**src/rtl/esd_pkg.sv**
```systemverilog
// Shared state encoding and default timing constants for the ESD host supervisor.
package esd_pkg;

  typedef enum logic [2:0] {
    ST_IDLE    = 3'd0,
    ST_SETTLE  = 3'd1,
    ST_ACK     = 3'd2,
    ST_VERIFY  = 3'd3,
    ST_RUN     = 3'd4,
    ST_TRIP    = 3'd5,
    ST_LOCKOUT = 3'd6
  } state_e;

  localparam int unsigned KICK_PERIOD_CYC_DEF = 10_000_000;
  localparam int unsigned KICK_WIDTH_CYC_DEF  = 2;
  localparam int unsigned SETTLE_CYC_DEF      = 1000;
  localparam int unsigned ACK_WIDTH_CYC_DEF   = 10;
  localparam int unsigned VERIFY_CYC_DEF      = 100_000;
  localparam int unsigned RETRY_MAX_DEF       = 3;

  function automatic int unsigned max3(input int unsigned a, input int unsigned b,
                                       input int unsigned c);
    int unsigned m;
    m = (a > b) ? a : b;
    return (m > c) ? m : c;
  endfunction

endpackage

```
**src/rtl/esd_kick_gen.sv**
```systemverilog
// Periodic watchdog kick: phase counter wraps at PERIOD_CYC, pulse high for WIDTH_CYC.
module esd_kick_gen
  import esd_pkg::*;
#(
  parameter int unsigned PERIOD_CYC = KICK_PERIOD_CYC_DEF,
  parameter int unsigned WIDTH_CYC  = KICK_WIDTH_CYC_DEF
) (
  input  logic clk,
  input  logic rst,
  input  logic active,
  input  logic inhibit,
  output logic kick
);

  localparam int unsigned PW = $clog2(PERIOD_CYC + 1);

  logic [PW-1:0] phase_q, phase_d;
  logic          kick_q, kick_d;

  always_comb begin
    phase_d = phase_q;
    kick_d  = 1'b0;
    if (!active) begin
      phase_d = '0;
    end else if (!inhibit) begin
      kick_d  = (phase_q < PW'(WIDTH_CYC));
      phase_d = (phase_q == PW'(PERIOD_CYC - 1)) ? '0 : phase_q + PW'(1);
    end
  end

  always_ff @(posedge clk) begin
    if (rst) begin
      phase_q <= '0;
      kick_q  <= 1'b0;
    end else begin
      phase_q <= phase_d;
      kick_q  <= kick_d;
    end
  end

  assign kick = kick_q;

endmodule

```
**src/rtl/esd_host_supervisor.sv**
```systemverilog
// Host-side ESD supervisor: kicks the controller watchdog and re-arms it after trips.
// Optional ESD_SUP_KICK_INJECT_EN adds kick_inhibit to suppress kicks for system test.
module esd_host_supervisor
  import esd_pkg::*;
#(
  parameter int unsigned KICK_PERIOD_CYC = KICK_PERIOD_CYC_DEF,
  parameter int unsigned KICK_WIDTH_CYC  = KICK_WIDTH_CYC_DEF,
  parameter int unsigned SETTLE_CYC      = SETTLE_CYC_DEF,
  parameter int unsigned ACK_WIDTH_CYC   = ACK_WIDTH_CYC_DEF,
  parameter int unsigned VERIFY_CYC      = VERIFY_CYC_DEF,
  parameter int unsigned RETRY_MAX       = RETRY_MAX_DEF
) (
  input  logic       clk,
  input  logic       rst,
  input  logic       enable,
  input  logic       estop_a_n,
  input  logic       estop_b_n,
  input  logic       shutdown_in,
  input  logic       fault_clr,
`ifdef ESD_SUP_KICK_INJECT_EN
  input  logic       kick_inhibit,
`endif
  output logic       wdg_kick,
  output logic       ack_n,
  output logic       run_ok,
  output logic       fault,
  output logic [7:0] trip_cnt,
  output logic [2:0] state_o
);

  localparam int unsigned TMR_MAX = max3(SETTLE_CYC, ACK_WIDTH_CYC, VERIFY_CYC);
  localparam int unsigned TW      = $clog2(TMR_MAX + 1);
  localparam int unsigned RW      = $clog2(RETRY_MAX + 1);

  state_e        state_q, state_d;
  logic [TW-1:0] tmr_q, tmr_d, tmr_inc;
  logic [RW-1:0] retry_q, retry_d, retry_inc;
  logic [7:0]    trip_q, trip_d;
  logic          ack_n_q, ack_n_d;
  logic          run_ok_q, run_ok_d;
  logic          fault_q, fault_d;
  logic          kick_active, kick_inh;

  assign tmr_inc   = tmr_q + TW'(1);
  assign retry_inc = retry_q + RW'(1);

  // One shared timer serves SETTLE, ACK and VERIFY; it is zeroed on every state change.
  always_comb begin
    state_d = state_q;
    tmr_d   = tmr_q;
    retry_d = retry_q;
    trip_d  = trip_q;
    if (!enable && (state_q != ST_LOCKOUT)) begin
      state_d = ST_IDLE;
      tmr_d   = '0;
    end else begin
      case (state_q)
        ST_IDLE: begin
          state_d = ST_SETTLE;
          tmr_d   = '0;
        end
        ST_SETTLE: begin
          if (estop_a_n && estop_b_n) begin
            if (tmr_inc == TW'(SETTLE_CYC)) begin
              state_d = ST_ACK;
              tmr_d   = '0;
            end else begin
              tmr_d = tmr_inc;
            end
          end else begin
            tmr_d = '0;
          end
        end
        ST_ACK: begin
          if (tmr_inc == TW'(ACK_WIDTH_CYC)) begin
            state_d = ST_VERIFY;
            tmr_d   = '0;
          end else begin
            tmr_d = tmr_inc;
          end
        end
        ST_VERIFY: begin
          if (!shutdown_in) begin
            state_d = ST_RUN;
            tmr_d   = '0;
            retry_d = '0;
          end else if (tmr_inc == TW'(VERIFY_CYC)) begin
            tmr_d   = '0;
            retry_d = retry_inc;
            state_d = (retry_inc == RW'(RETRY_MAX)) ? ST_LOCKOUT : ST_SETTLE;
          end else begin
            tmr_d = tmr_inc;
          end
        end
        ST_RUN: begin
          if (shutdown_in) begin
            state_d = ST_TRIP;
            if (trip_q != 8'hFF) trip_d = trip_q + 8'd1;
          end
        end
        ST_TRIP: begin
          state_d = ST_SETTLE;
          tmr_d   = '0;
        end
        ST_LOCKOUT: begin
          if (fault_clr) begin
            state_d = ST_IDLE;
            retry_d = '0;
          end
        end
        default: begin
          state_d = ST_IDLE;
          tmr_d   = '0;
        end
      endcase
    end
    ack_n_d  = (state_d != ST_ACK);
    run_ok_d = (state_d == ST_RUN);
    fault_d  = (state_d == ST_LOCKOUT);
  end

  always_ff @(posedge clk) begin
    if (rst) begin
      state_q  <= ST_IDLE;
      tmr_q    <= '0;
      retry_q  <= '0;
      trip_q   <= '0;
      ack_n_q  <= 1'b1;
      run_ok_q <= 1'b0;
      fault_q  <= 1'b0;
    end else begin
      state_q  <= state_d;
      tmr_q    <= tmr_d;
      retry_q  <= retry_d;
      trip_q   <= trip_d;
      ack_n_q  <= ack_n_d;
      run_ok_q <= run_ok_d;
      fault_q  <= fault_d;
    end
  end

  assign kick_active = enable && (state_q != ST_LOCKOUT);
`ifdef ESD_SUP_KICK_INJECT_EN
  assign kick_inh = kick_inhibit;
`else
  assign kick_inh = 1'b0;
`endif

  esd_kick_gen #(
    .PERIOD_CYC(KICK_PERIOD_CYC),
    .WIDTH_CYC (KICK_WIDTH_CYC)
  ) u_kick_gen (
    .clk    (clk),
    .rst    (rst),
    .active (kick_active),
    .inhibit(kick_inh),
    .kick   (wdg_kick)
  );

  assign ack_n    = ack_n_q;
  assign run_ok   = run_ok_q;
  assign fault    = fault_q;
  assign trip_cnt = trip_q;
  assign state_o  = state_q;

endmodule
```
**config.mk**
```make
export PLATFORM = sky130hd
export DESIGN_NAME = esd_host_supervisor
export DESIGN_NICKNAME = d
export VERILOG_FILES = /design/src/rtl/esd_pkg.sv /design/src/rtl/esd_kick_gen.sv /design/src/rtl/esd_host_supervisor.sv
export SDC_FILE = /design/constraint.sdc
export NUM_CORES = 1
export LEC_CHECK = 0
export BUFFER_PORTS_ARGS = -buffer_cell sky130_fd_sc_hd__buf_2
export CAP_MARGIN = 10
export CORE_MARGIN = 4
export CORE_UTILIZATION = 45
export CTS_BUF_LIST = sky130_fd_sc_hd__clkbuf_2 sky130_fd_sc_hd__clkbuf_4 sky130_fd_sc_hd__clkbuf_8
export DETAILED_ROUTE_END_ITERATION = 16
export MAX_ROUTING_LAYER = met4
export SLEW_MARGIN = 10
export SYNTH_ARGS = -nofsm -noshare
export SYNTH_HDL_FRONTEND = slang
export SYNTH_SLANG_ARGS = --single-unit
```
**constraint.sdc**
```tcl
create_clock -name clk -period 3.7 [get_ports clk]
set_clock_uncertainty 0.15 [all_clocks]
set_input_delay 0.185 -clock clk [delete_from_list [all_inputs] [get_ports clk]]
set_output_delay 0.185 -clock clk [all_outputs]
set_load 0.01 [all_outputs]
```
* Word level (Yosys, flattened, before mapping)
Cells that the tools add are included. W data, S select, Z words.
Cells by class: multiply operators 0, add/subtract/negate cells 4, order comparisons 1, bitwise logic cells 2, equality and inequality tests 18, divide/modulo/power cells 0, shift operators 0, multiplexer cells 20, reduce and logical (&&, ||, !) cells 13
Operators by type and width (number):
- $mux W17 | 5
- $pmux W17 S4 | 1
- $mux W3 | 9
- $add A24 B1 Y24 const B | 1
- $eq A24 B24 Y1 const B | 1
- $lt A24 B2 Y1 const B | 1
- $pmux W3 S6 | 1
- $add A17 B1 Y17 const B | 1
- $eq A17 B10 Y1 const B | 1
- $eq A17 B17 Y1 const B | 1
- $eq A17 B4 Y1 const B | 1
- $eq A3 B3 Y1 const B | 5
- $add A8 B1 Y8 const B | 1
- $ne A8 B8 Y1 const B | 1
- $reduce_and A4 Y1 | 2
- $reduce_or A2 Y1 | 4
- $eq A3 B2 Y1 const B | 2
- $mux W2 | 3
- $ne A3 B3 Y1 const B | 2
- $pmux W2 S2 | 1
- $eq A3 B1 Y1 const B | 1
- $logic_and A1 B1 Y1 | 3
- $logic_not A3 Y1 | 1
- $ne A3 B2 Y1 const B | 1
- other kinds (7) | 8
Storage, ports and cells: register bits 58, bits in read-only memories 0, output and inout bits 15, logic and storage cells 67, bits in writable memories 0, input port bits 7, memories kept 0, latch bits 0

* Logic depth before layout (Yosys ltp)
word-level depth 8, gate-level depth with buffers 10, gate-level depth less buffers 9

* Hierarchy
From an unflattened synthesis, not the netlist that was laid out.
Unflattened totals: cell total of the unflattened synthesis 441, area, all modules 3594.7 um^2
Modules (own cells, without submodules):
- esd_host_supervisor | area an instance 2326.0 um^2, seq. area each 660.6 um^2, cells an instance 296, times used 1
- esd_kick_gen | area an instance 1268.7 um^2, seq. area each 500.5 um^2, cells an instance 145, times used 1

* Least setup slack after synthesis
Ideal clock, no wire load.
path kind register to register, start register tmr_q[0], end register retry_q[1], setup time 0.071 ns, path slack 0.702 ns, stages on the path, launching flop included 11, data required time 3.479 ns, path buffers 1, arrival 2.778 ns, period minus slack after synthesis 2.998 ns, path through dfxtp_1 -> ha_1 -> nand3_2 -> nor3_2 -> mux2i_1 -> or4_4 -> o31a_1 -> buf_6 -> nand3b_4 -> or3_1 -> a21oi_1
On the way: word-level cells in the longest chain between the ends 4
RTL lines:
- from (decl) | RTL line esd_host_supervisor.sv:36 | logic [TW-1:0] tmr_q, tmr_d, tmr_inc;
- from (signal assigned) | RTL line esd_host_supervisor.sv:133 | tmr_q <= tmr_d;
- $add A17 B1 Y17 | RTL line esd_host_supervisor.sv:44 | assign tmr_inc = tmr_q + TW'(1);
- $eq A17 B17 Y1 | RTL line esd_host_supervisor.sv:87 | end else if (tmr_inc == TW'(VERIFY_CYC)) begin
- $ne A3 B3 Y1 (no line)
- $reduce_and A4 Y1 (no line)
- to (signal assigned) | RTL line esd_host_supervisor.sv:134 | retry_q <= retry_d;
- to (decl) | RTL line esd_host_supervisor.sv:37 | logic [RW-1:0] retry_q, retry_d, retry_inc;
Every way passes these cells. A chain may end at the register's enable or synchronous reset.

* Worst setup path after layout
start register tmr_q[0], end register ack_n_q, in the netlist ack_n
On the way: word-level cells in the longest chain between the ends 7, elaborated cells between the ends (all ways) 12, classes of those cells add/sub: 1; eq/ne: 4; mux: 7
RTL lines:
- $add A17 B1 Y17 * | RTL line esd_host_supervisor.sv:44
- $eq A17 B17 Y1 / $eq A17 B10 Y1 (equally long branches) | RTL line esd_host_supervisor.sv:87, esd_host_supervisor.sv:64
- $mux W3 (on tied branches) | RTL line esd_host_supervisor.sv:87, esd_host_supervisor.sv:64
- $mux W3 (on tied branches) | RTL line esd_host_supervisor.sv:83, esd_host_supervisor.sv:63
- $pmux W3 S6 * | RTL line esd_host_supervisor.sv:57 | case (state_q)
- $mux W3 * | RTL line esd_host_supervisor.sv:53 | if (!enable && (state_q != ST_LOCKOUT)) begin
- $ne A3 B2 Y1 * | RTL line esd_host_supervisor.sv:117 | ack_n_d = (state_d != ST_ACK);
- to (signal assigned) | RTL line esd_host_supervisor.sv:136 | ack_n_q <= ack_n_d;
- to (decl) | RTL line esd_host_supervisor.sv:39 | logic ack_n_q, ack_n_d;
Mark *: on every way between the ends. The rest lies on a longest branch, timed or not.

==> metrics.md <==
| Metric | Value |
|---|---|
| Most frequent cells in the layout | dfxtp_1 (58), nor2_1 (52), nand3_1 (25) |
| Drt first-iter violations | 178 |
| Synth Register Bits | 58 |
| Post-Syn Instances | 393 |
| Residual DRC | 0 |
| Cts-stage hold buffer count | 0 |
| Die area | 0.00862 mm² |
| Synthesized area | approximately 0.0032 mm² |
| Inserted Diodes | 0 |
| Clock root cell | clkbuf_8 |
| Hpwl dp | 4920 µm |
| DRT Wirelength | 7040 µm |
| CP endpoint kind | register |
| H-tree Lvls | 3 |
| Least-Margin Pin Slew | around 0.76 ns |
| Most common cell after layout, fill and taps aside | dfxtp_1 |
| Finish-stage setup viols | 0 |
| Initial core utilization | 0.469 |
| Class of the worst hold path | in -> reg |
| Startpoint class of the critical path | register |
| Post-synthesis sequential area ratio | 0.358 |
| Post-CTS setup buffers | 0 |
| Port Buffers | 21 |
| Slew margin rel. | 0.492 |
| Post-synthesis cell type count | 64 |
| Grt total ovfl | 0 |
| Final hold violation count | 0 |
| Post-route antenna net violation count | 0 |
| Core Area | 0.00691 mm² |
| Worst VDD drop | 0.216 mV |
| Die Wd | 92.8 µm |
| Initial antenna violation count | 0 |
| Die Y | around 93 µm |
| R2R setup slack | 0.45 ns |
| Clk Latency, worst-skew pair | 0.34 ns |
| Dominant synthesized flop cell | dfxtp_1 |
| Slew Limit Fails | 0 |
| EDFF count, synth | 0 |
| Final #Nets | 418 |
| Critical Path RT | 3.76 ns |
| Leak pwr | roughly 1.3 nW |
| Drt wl/cell | 13.9 µm |
| First-pass iteration count of the detailed router | 4 |
| Setup CP Type | reg -> reg |
| IO Pins | 22 |
| Resized cells post-CTS | 0 |
| Design area | between 0.003 and 0.004 mm² |
| Area delta synth->final | 9.62% |
| Cell Rows | 30 |
| Pwr Density | 335 mW/mm² |
| Fillers | around 700 |
| Placed Area | around 0.0034 mm² |
| Largest net degree at the start of global routing | 25 |
| Inst Count DP | slightly below 500 |
| Via Count | roughly 2800 |
| RSZ-0062 raised after global routing | false |
| Fin cells | 507 |
| Worst Path Max Fanout | 9 |
| Share of cells above drive strength 1 | 0.129 |
| Period utilisation layout | 0.879 |
| MaxCap Viol Count | 0 |
| Post-route minimum period | 3.25 ns |
| Total CTS buffers | 9 |
| TNS Setup | 0 ns |
| Outcome | complete, no violations |
| Clock transition at the registers of the reported paths | roughly 0.070 ns |
| Vias in the first global route | between 2000 and 3000 |
| FMAX | slightly above 300 MHz |
| Yosys warning count | 0 |
| CTS Buffer Depth | 2 |
| Vias per cell | 5.50 |
| Clock sink count | 58 |
| GPL Wtd Cong | ~0.87 |
| First-pass GRT wire length | 12100 µm |
| Total GRT Usage | 0.178 |
| Syn Area/Cell | between 8 and 9 µm² |
| Crit path DAT | 3.31 ns |
| Share of async-settable or async-resettable flops after synthesis | 0 |
| TritonCTS clock tree | yes |
| Syn nets | ~400 |
[kinds of logic after synthesis]
kind of cell	after synthesis	synth area share
compound gates	72	0.157
mux	2	0.00618
xor+xnor	32	0.0865
buf+inv	34	0.0483
simple gates	190	0.324
flops	58	0.358
fa+ha+maj	5	0.0193
[final timing paths]
check	cells past startpoint	to	start
min reg2reg	1	u_kick_gen.phase_q[0]	u_kick_gen.phase_q[0]
max reg2reg	9	ack_n	tmr_q[0]
max	9	ack_n	tmr_q[0]
min	2	trip_cnt[3]	rst
[Yosys cell counts (all sizes together) (3+ instances only)]
cell type,instances,share of area
buf,8,0.018
clkbuf,13,0.015
nand3,27,0.045
a211oi,8,0.019
nor3,16,0.026
dfxtp,58,0.36
xor2,11,0.030
and4,3,0.0081
nand4,14,0.036
o21bai,3,0.0070
o21ai,15,0.023
inv,13,0.015
nand2b,3,0.0058
nor2,52,0.060
and3,14,0.027
nor4,10,0.024
nor2b,4,0.0077
or3,7,0.014
a21oi,16,0.025
ha,5,0.019
or4,6,0.015
nand2,24,0.028
xnor2,21,0.057
[metrics by stage]
step / power, mW / hold slack [ns] / util / worst slack (ns)
after floorplan: 0.664 / 0.201 / - / 0.702
after global placement: 0.677 / 0.288 / 0.488 / 0.543
after detailed placement: 0.676 / 0.297 / 0.488 / 0.450
after CTS: 1.21 / 0.0285 / 0.514 / 0.451
after global routing: 1.24 / 0.0496 / 0.514 / 0.169
final: 1.19 / 0.0349 / 0.514 / 0.450
[flip-flops by register name, summed over array words and instances, names as in the netlist]
signal	cells
trip_cnt	8
state_o	3
u_kick_gen.phase_q	24
u_kick_gen.kick	1
retry_q	2
fault	1
tmr_q	17
ack_n	1
run_ok	1
[worst max-delay path, cell delays in order (launching register included)]
cell and delay (ns):
dfxtp_1 0.48, ha_1 0.32, nand3_2 0.18, nor3_2 0.33, mux2i_1 0.14, or4_4 0.55, nor3_1 0.20, a21bo_2 0.18
nand3_1 0.09, or4_1 0.47
[cell type report]
type | instances | area, µm² | share of cell area
Tap cell | 96 | 120 | 0.0338
Timing Repair Buffer | 23 | 120 | 0.0338
Clock inverter | 6 | 41.3 | 0.0116
Multi-Input combinational cell | 301 | 1920 | 0.541
Inverter | 13 | 48.8 | 0.0137
Clock buffer | 10 | 138 | 0.0388
Sequential cell | 58 | 1160 | 0.327
[power breakdown]
part | switching (mW) | internal [mW] | leakage, nW
combinational | 0.0218 | 0.0110 | 0.751
clock | 0.267 | 0.260 | 0.0847
sequential | 0.00244 | 0.627 | 0.468
total | 0.291 | 0.898 | 1.30
[metal layers]
metal	vias up	share of wire	track usage
li1	1455	-	-
met5	-	0	-
met2	48	0.47	0.277
met3	10	0.043	0.0422
met4	0	0.014	0.0611
met1	1278	0.47	0.227
Power figures use the tool's default switching activity.
